<file path="config.mk">
export PLATFORM = sky130hd
export DESIGN_NAME = pdh_dac_out_flat
export DESIGN_NICKNAME = d
export VERILOG_FILES = /design/src/rtl/pdh_dac_out_if.sv /design/src/rtl/pdh_dac_out.sv /design/src/flat_wrapper.sv
export SDC_FILE = /design/constraint.sdc
export NUM_CORES = 1
export LEC_CHECK = 0
export ABC_AREA = 1
export BUFFER_PORTS_ARGS = -buffer_cell sky130_fd_sc_hd__buf_2
export CAP_MARGIN = 30
export CORE_ASPECT_RATIO = 0.8
export CORE_MARGIN = 4
export CORE_UTILIZATION = 36
export CTS_CLUSTER_DIAMETER = 40
export CTS_CLUSTER_SIZE = 30
export DETAILED_ROUTE_END_ITERATION = 12
export PLACE_DENSITY = 0.64
export SLEW_MARGIN = 20
export SYNTH_ARGS = -nofsm -noshare
export SYNTH_HDL_FRONTEND = slang
export SYNTH_HIERARCHICAL = 1
export SYNTH_SLANG_ARGS = --single-unit
</file>
<file path="constraint.sdc">
create_clock -name clk -period 7.55 [get_ports clk]
set_clock_uncertainty 0.2 [all_clocks]
set_input_delay 0.3775 -clock clk [delete_from_list [all_inputs] [get_ports clk]]
set_output_delay 0.3775 -clock clk [all_outputs]
set_load 0.02 [all_outputs]
</file>
<file path="src/rtl/pdh_dac_out_if.sv">
// Actuator-word streams into the DAC output stage and the packed AXI-Stream out to the DAC.
interface pdh_dac_out_if #(
  parameter int DAC_DATA_WIDTH   = 14,
  parameter int AXIS_TDATA_WIDTH = 32
);
  logic signed [DAC_DATA_WIDTH-1:0] ctrl_a_tdata;
  logic                             ctrl_a_tvalid;
  logic signed [DAC_DATA_WIDTH-1:0] ctrl_b_tdata;
  logic                             ctrl_b_tvalid;
  logic [AXIS_TDATA_WIDTH-1:0]      M_AXIS_tdata;
  logic                             M_AXIS_tvalid;

  modport slave (
    input  ctrl_a_tdata, ctrl_a_tvalid, ctrl_b_tdata, ctrl_b_tvalid,
    output M_AXIS_tdata, M_AXIS_tvalid
  );

  modport master (
    output ctrl_a_tdata, ctrl_a_tvalid, ctrl_b_tdata, ctrl_b_tvalid,
    input  M_AXIS_tdata, M_AXIS_tvalid
  );
endinterface

</file>
<file path="src/rtl/pdh_dac_out.sv">
// DAC output stage: clamp, slew-limit and safe-disable ramp per channel, packed into a
// free-running 32-bit AXI-Stream with sticky saturation flags.

module pdh_dac_lane #(
  parameter int W = 14
) (
  input  logic                clk,
  input  logic                rst_n,
  input  logic signed [W-1:0] din,
  input  logic                din_vld,
  input  logic                enable,
  input  logic                hold,
  input  logic                clr_flags,
  input  logic [W-1:0]        step,
  input  logic signed [W-1:0] win_hi,
  input  logic signed [W-1:0] win_lo,
  output logic signed [W-1:0] cur,
  output logic                busy,
  output logic                sat
);
  logic signed [W-1:0] tgt, tgt_nxt, cur_nxt, clamped;
  logic signed [W:0]   diff;
  logic [W:0]          mag;
  logic                oor;

  always_comb begin
    oor     = (din > win_hi) || (din < win_lo);
    clamped = din;
    if (din > win_hi)      clamped = win_hi;
    else if (din < win_lo) clamped = win_lo;

    tgt_nxt = tgt;
    if (!enable)      tgt_nxt = '0;
    else if (din_vld) tgt_nxt = clamped;

    // 15-bit difference cannot overflow; the partial step always lands between cur and tgt
    diff = {tgt[W-1], tgt} - {cur[W-1], cur};
    mag  = diff[W] ? -diff : diff;

    cur_nxt = cur;
    if (!hold) begin
      if (step == '0 || mag <= {1'b0, step}) cur_nxt = tgt;
      else if (diff[W])                       cur_nxt = cur - step;
      else                                    cur_nxt = cur + step;
    end
  end

  always_ff @(posedge clk or negedge rst_n) begin
    if (!rst_n) begin
      tgt  <= '0;
      cur  <= '0;
      busy <= 1'b0;
      sat  <= 1'b0;
    end else begin
      tgt  <= tgt_nxt;
      cur  <= cur_nxt;
      busy <= (cur_nxt != tgt_nxt);
      if (din_vld && enable && oor) sat <= 1'b1;
      else if (clr_flags)           sat <= 1'b0;
    end
  end
endmodule

module pdh_dac_out #(
  parameter int DAC_DATA_WIDTH   = 14,
  parameter int AXIS_TDATA_WIDTH = 32
) (
  input  logic                             clk,
  input  logic                             rst_n,
  pdh_dac_out_if.slave                     bus,
  input  logic                             enable,
  input  logic                             hold,
  input  logic [DAC_DATA_WIDTH-1:0]        slew_step,
  input  logic signed [DAC_DATA_WIDTH-1:0] clamp_hi,
  input  logic signed [DAC_DATA_WIDTH-1:0] clamp_lo,
  input  logic                             clr_flags,
  output logic                             sat_a,
  output logic                             sat_b,
  output logic                             busy_a,
  output logic                             busy_b,
  output logic                             cfg_err
);
  localparam int W         = DAC_DATA_WIDTH;
  localparam int NUM_LANES = 2;
  localparam int LANE_W    = AXIS_TDATA_WIDTH / NUM_LANES;

  logic signed [W-1:0] hi_q, lo_q, win_hi, win_lo;
  logic [W-1:0]        step_q;
  logic                cfg_err_q;

  logic [NUM_LANES-1:0][W-1:0]      din, cur;
  logic [NUM_LANES-1:0]             din_vld, busy, sat;
  logic [NUM_LANES-1:0][LANE_W-1:0] dout_nxt;
  logic [AXIS_TDATA_WIDTH-1:0]      dout_q;
  logic                             tvalid_q;

  always_ff @(posedge clk or negedge rst_n) begin
    if (!rst_n) begin
      hi_q      <= '0;
      lo_q      <= '0;
      step_q    <= '0;
      cfg_err_q <= 1'b0;
    end else begin
      hi_q      <= clamp_hi;
      lo_q      <= clamp_lo;
      step_q    <= slew_step;
      cfg_err_q <= (clamp_lo > clamp_hi);
    end
  end

  // An inverted window collapses to [0,0] so a misconfigured PS can only park the DAC
  assign win_hi = cfg_err_q ? '0 : hi_q;
  assign win_lo = cfg_err_q ? '0 : lo_q;

  assign din[0]     = bus.ctrl_a_tdata;
  assign din[1]     = bus.ctrl_b_tdata;
  assign din_vld[0] = bus.ctrl_a_tvalid;
  assign din_vld[1] = bus.ctrl_b_tvalid;

  for (genvar g = 0; g < NUM_LANES; g++) begin : g_lane
    logic signed [W-1:0] cur_s;
    pdh_dac_lane #(.W(W)) u_lane (
      .clk       (clk),
      .rst_n     (rst_n),
      .din       (din[g]),
      .din_vld   (din_vld[g]),
      .enable    (enable),
      .hold      (hold),
      .clr_flags (clr_flags),
      .step      (step_q),
      .win_hi    (win_hi),
      .win_lo    (win_lo),
      .cur       (cur_s),
      .busy      (busy[g]),
      .sat       (sat[g])
    );
    assign cur[g]      = cur_s;
    assign dout_nxt[g] = {{(LANE_W-W){cur_s[W-1]}}, cur_s};
  end

  always_ff @(posedge clk or negedge rst_n) begin
    if (!rst_n) begin
      dout_q   <= '0;
      tvalid_q <= 1'b0;
    end else begin
      dout_q   <= dout_nxt;
      tvalid_q <= 1'b1;
    end
  end

  assign bus.M_AXIS_tdata  = dout_q;
  assign bus.M_AXIS_tvalid = tvalid_q;
  assign sat_a   = sat[0];
  assign sat_b   = sat[1];
  assign busy_a  = busy[0];
  assign busy_b  = busy[1];
  assign cfg_err = cfg_err_q;
endmodule

</file>
<file path="src/flat_wrapper.sv">
// flat-port wrapper written by rule: the top's interface ports become plain ports
module pdh_dac_out_flat 
#(
  parameter int DAC_DATA_WIDTH   = 14,
  parameter int AXIS_TDATA_WIDTH = 32
)
  (clk, rst_n, enable, hold, slew_step, clamp_hi, clamp_lo, clr_flags, sat_a, sat_b, busy_a, busy_b, cfg_err, bus_ctrl_a_tdata, bus_ctrl_a_tvalid, bus_ctrl_b_tdata, bus_ctrl_b_tvalid, bus_M_AXIS_tdata, bus_M_AXIS_tvalid);
  pdh_dac_out_if #(.DAC_DATA_WIDTH(DAC_DATA_WIDTH), .AXIS_TDATA_WIDTH(AXIS_TDATA_WIDTH)) bus_i ();
  input  logic clk;
  input  logic rst_n;
  input  logic enable;
  input  logic hold;
  input  logic [DAC_DATA_WIDTH-1:0] slew_step;
  input  logic signed [DAC_DATA_WIDTH-1:0] clamp_hi;
  input  logic signed [DAC_DATA_WIDTH-1:0] clamp_lo;
  input  logic clr_flags;
  output logic sat_a;
  output logic sat_b;
  output logic busy_a;
  output logic busy_b;
  output logic cfg_err;
  input wire logic [$bits(bus_i.ctrl_a_tdata)-1:0] bus_ctrl_a_tdata;
  input wire logic [$bits(bus_i.ctrl_a_tvalid)-1:0] bus_ctrl_a_tvalid;
  input wire logic [$bits(bus_i.ctrl_b_tdata)-1:0] bus_ctrl_b_tdata;
  input wire logic [$bits(bus_i.ctrl_b_tvalid)-1:0] bus_ctrl_b_tvalid;
  output wire logic [$bits(bus_i.M_AXIS_tdata)-1:0] bus_M_AXIS_tdata;
  output wire logic [$bits(bus_i.M_AXIS_tvalid)-1:0] bus_M_AXIS_tvalid;
  assign bus_i.ctrl_a_tdata = bus_ctrl_a_tdata;
  assign bus_i.ctrl_a_tvalid = bus_ctrl_a_tvalid;
  assign bus_i.ctrl_b_tdata = bus_ctrl_b_tdata;
  assign bus_i.ctrl_b_tvalid = bus_ctrl_b_tvalid;
  assign bus_M_AXIS_tdata = bus_i.M_AXIS_tdata;
  assign bus_M_AXIS_tvalid = bus_i.M_AXIS_tvalid;
  pdh_dac_out #(.DAC_DATA_WIDTH(DAC_DATA_WIDTH), .AXIS_TDATA_WIDTH(AXIS_TDATA_WIDTH)) u_core (.clk(clk), .rst_n(rst_n), .bus(bus_i), .enable(enable), .hold(hold), .slew_step(slew_step), .clamp_hi(clamp_hi), .clamp_lo(clamp_lo), .clr_flags(clr_flags), .sat_a(sat_a), .sat_b(sat_b), .busy_a(busy_a), .busy_b(busy_b), .cfg_err(cfg_err));
endmodule
</file>
==> results.sh <==
export IMPL_status="complete, no violations"
export IMPL_via_per_inst=5.002
export IMPL_cts_path_max_buffers=2
export IMPL_grtUsageTotal=0.2071
export IMPL_coreArea_um2=36070
export IMPL_path_clk_slew_ps=70
export IMPL_critical_path_max_stage_delay_ps=720
export IMPL_critical_path_required_ps=7680
export IMPL_maxSlewViolCount=0
export IMPL_via_count=13254
export IMPL_min_period_over_period=0.7694
export IMPL_cts_htree_levels=4
export IMPL_worst_path_most_repeated_cell="nand2_1"
export IMPL_placed_cells=2574
export IMPL_avgRoutedWirePerCell_um=15.86
export IMPL_detail_route_antenna_nets=0
export IMPL_die_w_um=222.4
export IMPL_dieArea_um2=39930
export IMPL_grt_first_pass_wirelength_mm=66.89
export IMPL_grt_max_degree=68
export IMPL_wl_mm=42.03
export IMPL_synthToLayoutAreaGrowth_pct=15.48
export IMPL_synth_seq_cells=132
export IMPL_rsz0062_at_grt="false"
export IMPL_reg2reg_depth=33
export IMPL_rows=62
export IMPL_synth_top_area_cell="dfrtp_1"
export IMPL_nNetsFinal=2394
export IMPL_start_util=0.3670
export IMPL_drtIter0Drc=989
export IMPL_final_core_util=0.4239
export IMPL_ir_drop_v=0.0002423
export IMPL_dp_hpwl_mm=33.61
export IMPL_endpoint_kind="register"
export IMPL_grt_pass1_vias=12787
export IMPL_layout_min_cycle_time_ps=5809
export IMPL_overflow=0
export IMPL_powerDensity_nw_per_um2=515.7
export IMPL_cts_sinks=132
export IMPL_syn_inst=2018
export IMPL_n_antenna_cell=0
export IMPL_clockRootBuffer="clkbuf_16"
export IMPL_tightest_slew_ps=912.8
export IMPL_cts_setup_buffers=0
export IMPL_setup_tns_final_ps=0
export IMPL_finalNonFillerCells=2650
export IMPL_yosysTopAreaCellShare=0.2495
export IMPL_antenna_found_initial=0
export IMPL_relSlewSlack=0.3897
export IMPL_cts_tree="yes"
export IMPL_ctsResizeCount=0
export IMPL_syn_mean_instance_area_um2=6.561
export IMPL_remaining_drc_errors=0
export IMPL_critPathMaxFanout=19
export IMPL_setup_viol=0
export IMPL_ys_warn_count=6
export IMPL_leakage_nw=8.542
export IMPL_cts_buffers=17
export IMPL_die_y_um=179.5
export IMPL_ios=115
export IMPL_drive_above_1_share=0.09539
export IMPL_place_congestion=0.9583
export IMPL_hold_path_cell_count=3
export IMPL_hold_path_class="in2reg"
export IMPL_drt_pass1_iter_count=5
export IMPL_portBuffers=114
export IMPL_final_hold_viol_count=0
export IMPL_critPathSlowestCell="o211ai_2"
export IMPL_crit_type="reg2reg"
export IMPL_synth_cell_types=47
export IMPL_drv_cap=0
export IMPL_insertion_delay_ps=440
export IMPL_ys_top_cells_by_area="dfrtp_1, nand2_1, ha_1, inv_1, nand3_1"
export IMPL_start_kind="register"
export IMPL_max_freq_mhz=172.2
export IMPL_ys_seq_area_frac=0.2495
export IMPL_cts_hold_buffers=44
export IMPL_synth_nets=2253
export IMPL_netlist_area_um2=13240
export IMPL_worst_ep_arrival_time_ps=5940
[layout make-up]
cell class	instances	area, µm²
Fill cell	3762	20780
Multi-Input combinational cell	1454	8238
Sequential cell	132	3303
Inverter	389	1460
Timing Repair Buffer	165	1086
Tap cell	480	600.6
Clock buffer	17	425.4
Clock inverter	13	176.4
[report_power, final]
part / internal [mW] / switching [mW]
combinational: 2.04 / 3.90
clock: 0.522 / 0.348
sequential: 0.883 / 0.185
[Yosys cell counts (all sizes together)]
cell,instances
a211oi,2
a21boi,2
a21o,5
a21oi,117
a221oi,3
a31oi,4
and2,1
and3,1
buf,26
clkbuf,17
clkinv,1
conb,1
dfrtp,132
fa,4
ha,154
inv,388
nand2,590
nand3,220
nand3b,11
nand4,42
nor2,134
nor3,19
nor4,6
nor4b,1
o211ai,7
o21a,3
o21ai,46
o21bai,5
o311ai,2
o31ai,2
xnor2,10
xor2,62
[worst max-delay path, delay by kind of cell (launching register included)]
| kind | cells | cell delay (ps) |
|---|---|---|
| compound gates | 5 | 1100 |
| simple gates | 20 | 2330 |
| fa+ha+maj | 3 | 840 |
| flops | 1 | 380 |
| buf+inv | 4 | 690 |
| xor+xnor | 1 | 160 |
[per-stage QoR]
| step | hold slack, ps | cell area, µm² | total power [mW] | setup slack (ps) |
|---|---|---|---|---|
| after detailed placement | 224.2 | 14220 | 6.924 | 1803 |
| final | 125.8 | 15290 | 7.885 | 1741 |
| after floorplan | -118.1 | 13240 | 5.615 | 3083 |
| after CTS | 117.1 | 15260 | 7.866 | 1805 |
| after global routing | 174.7 | 15290 | 8.745 | 1205 |
| after global placement | 208.0 | 14210 | 6.822 | 1987 |
[worst paths after layout]
check | start | to | slack (ps)
worst min register to register | u_core/g_lane[0].u_lane/cur[9]$_DFF_PN0_ | u_core/bus.M_AXIS_tdata[9]$_DFF_PN0_ | 240
worst max register to register | u_core/g_lane[0].u_lane/tgt[0]$_DFF_PN0_ | u_core/g_lane[0].u_lane/busy$_DFF_PN0_ | 1740
worst min-delay path | bus_ctrl_a_tvalid | u_core/g_lane[0].u_lane/sat$_DFFE_PN0P_ | 130
max in group asynchronous | rst_n | u_core/bus.M_AXIS_tdata[8]$_DFF_PN0_ | 5730
min in group asynchronous | rst_n | u_core/g_lane[1].u_lane/cur[11]$_DFF_PN0_ | 310
worst max-delay path | u_core/g_lane[0].u_lane/tgt[0]$_DFF_PN0_ | u_core/g_lane[0].u_lane/busy$_DFF_PN0_ | 1740
[per-layer routing]
metal,up-vias,GRT usage,part of all wire
li1,6692,-,-
met1,6134,0.2914,0.47
met2,366,0.3234,0.44
met3,62,0.04207,0.062
met4,0,0.05990,0.027
met5,-,0,0
[layout by cell type (no fill, tap or decap), types with 21 or more instances in the layout]
cell type,instances
inv_1,382
dfrtp_1,132
nand4_1,41
dlygate4sd3_1,44
nand3_1,206
nand2_1,567
buf_2,113
nor2_1,127
o21ai_0,45
nand2_2,21
xor2_1,62
ha_1,154
a21oi_1,114
[cells by family (layout without fill, tap and decap cells)]
group / count (synthesis) / count (layout) / synth area share
AOI/OAI and AO/OA: 198 / 198 / 0.08278
xor gates and xnor gates: 72 / 72 / 0.04763
adders and majority gates: 158 / 158 / 0.1516
buffers and inverters: 432 / 584 / 0.1283
DFF: 132 / 132 / 0.2495
other: 1 / 1 / 0.0002832
and+or+nand+nor: 1025 / 1025 / 0.3399
[registers in the layout, indices dropped and copies added, names as in the netlist]
name                       flops
u_core/g_lane.u_lane/busy      2
u_core/cfg_err                 1
u_core/g_lane.u_lane/sat       2
u_core/lo_q                   14
u_core/g_lane.u_lane/tgt      28
u_core/step_q                 14
u_core/hi_q                   14
u_core/bus.M_AXIS_tvalid       1
u_core/bus.M_AXIS_tdata       28
u_core/g_lane.u_lane/cur      28
Power figures use the tool's default switching activity.
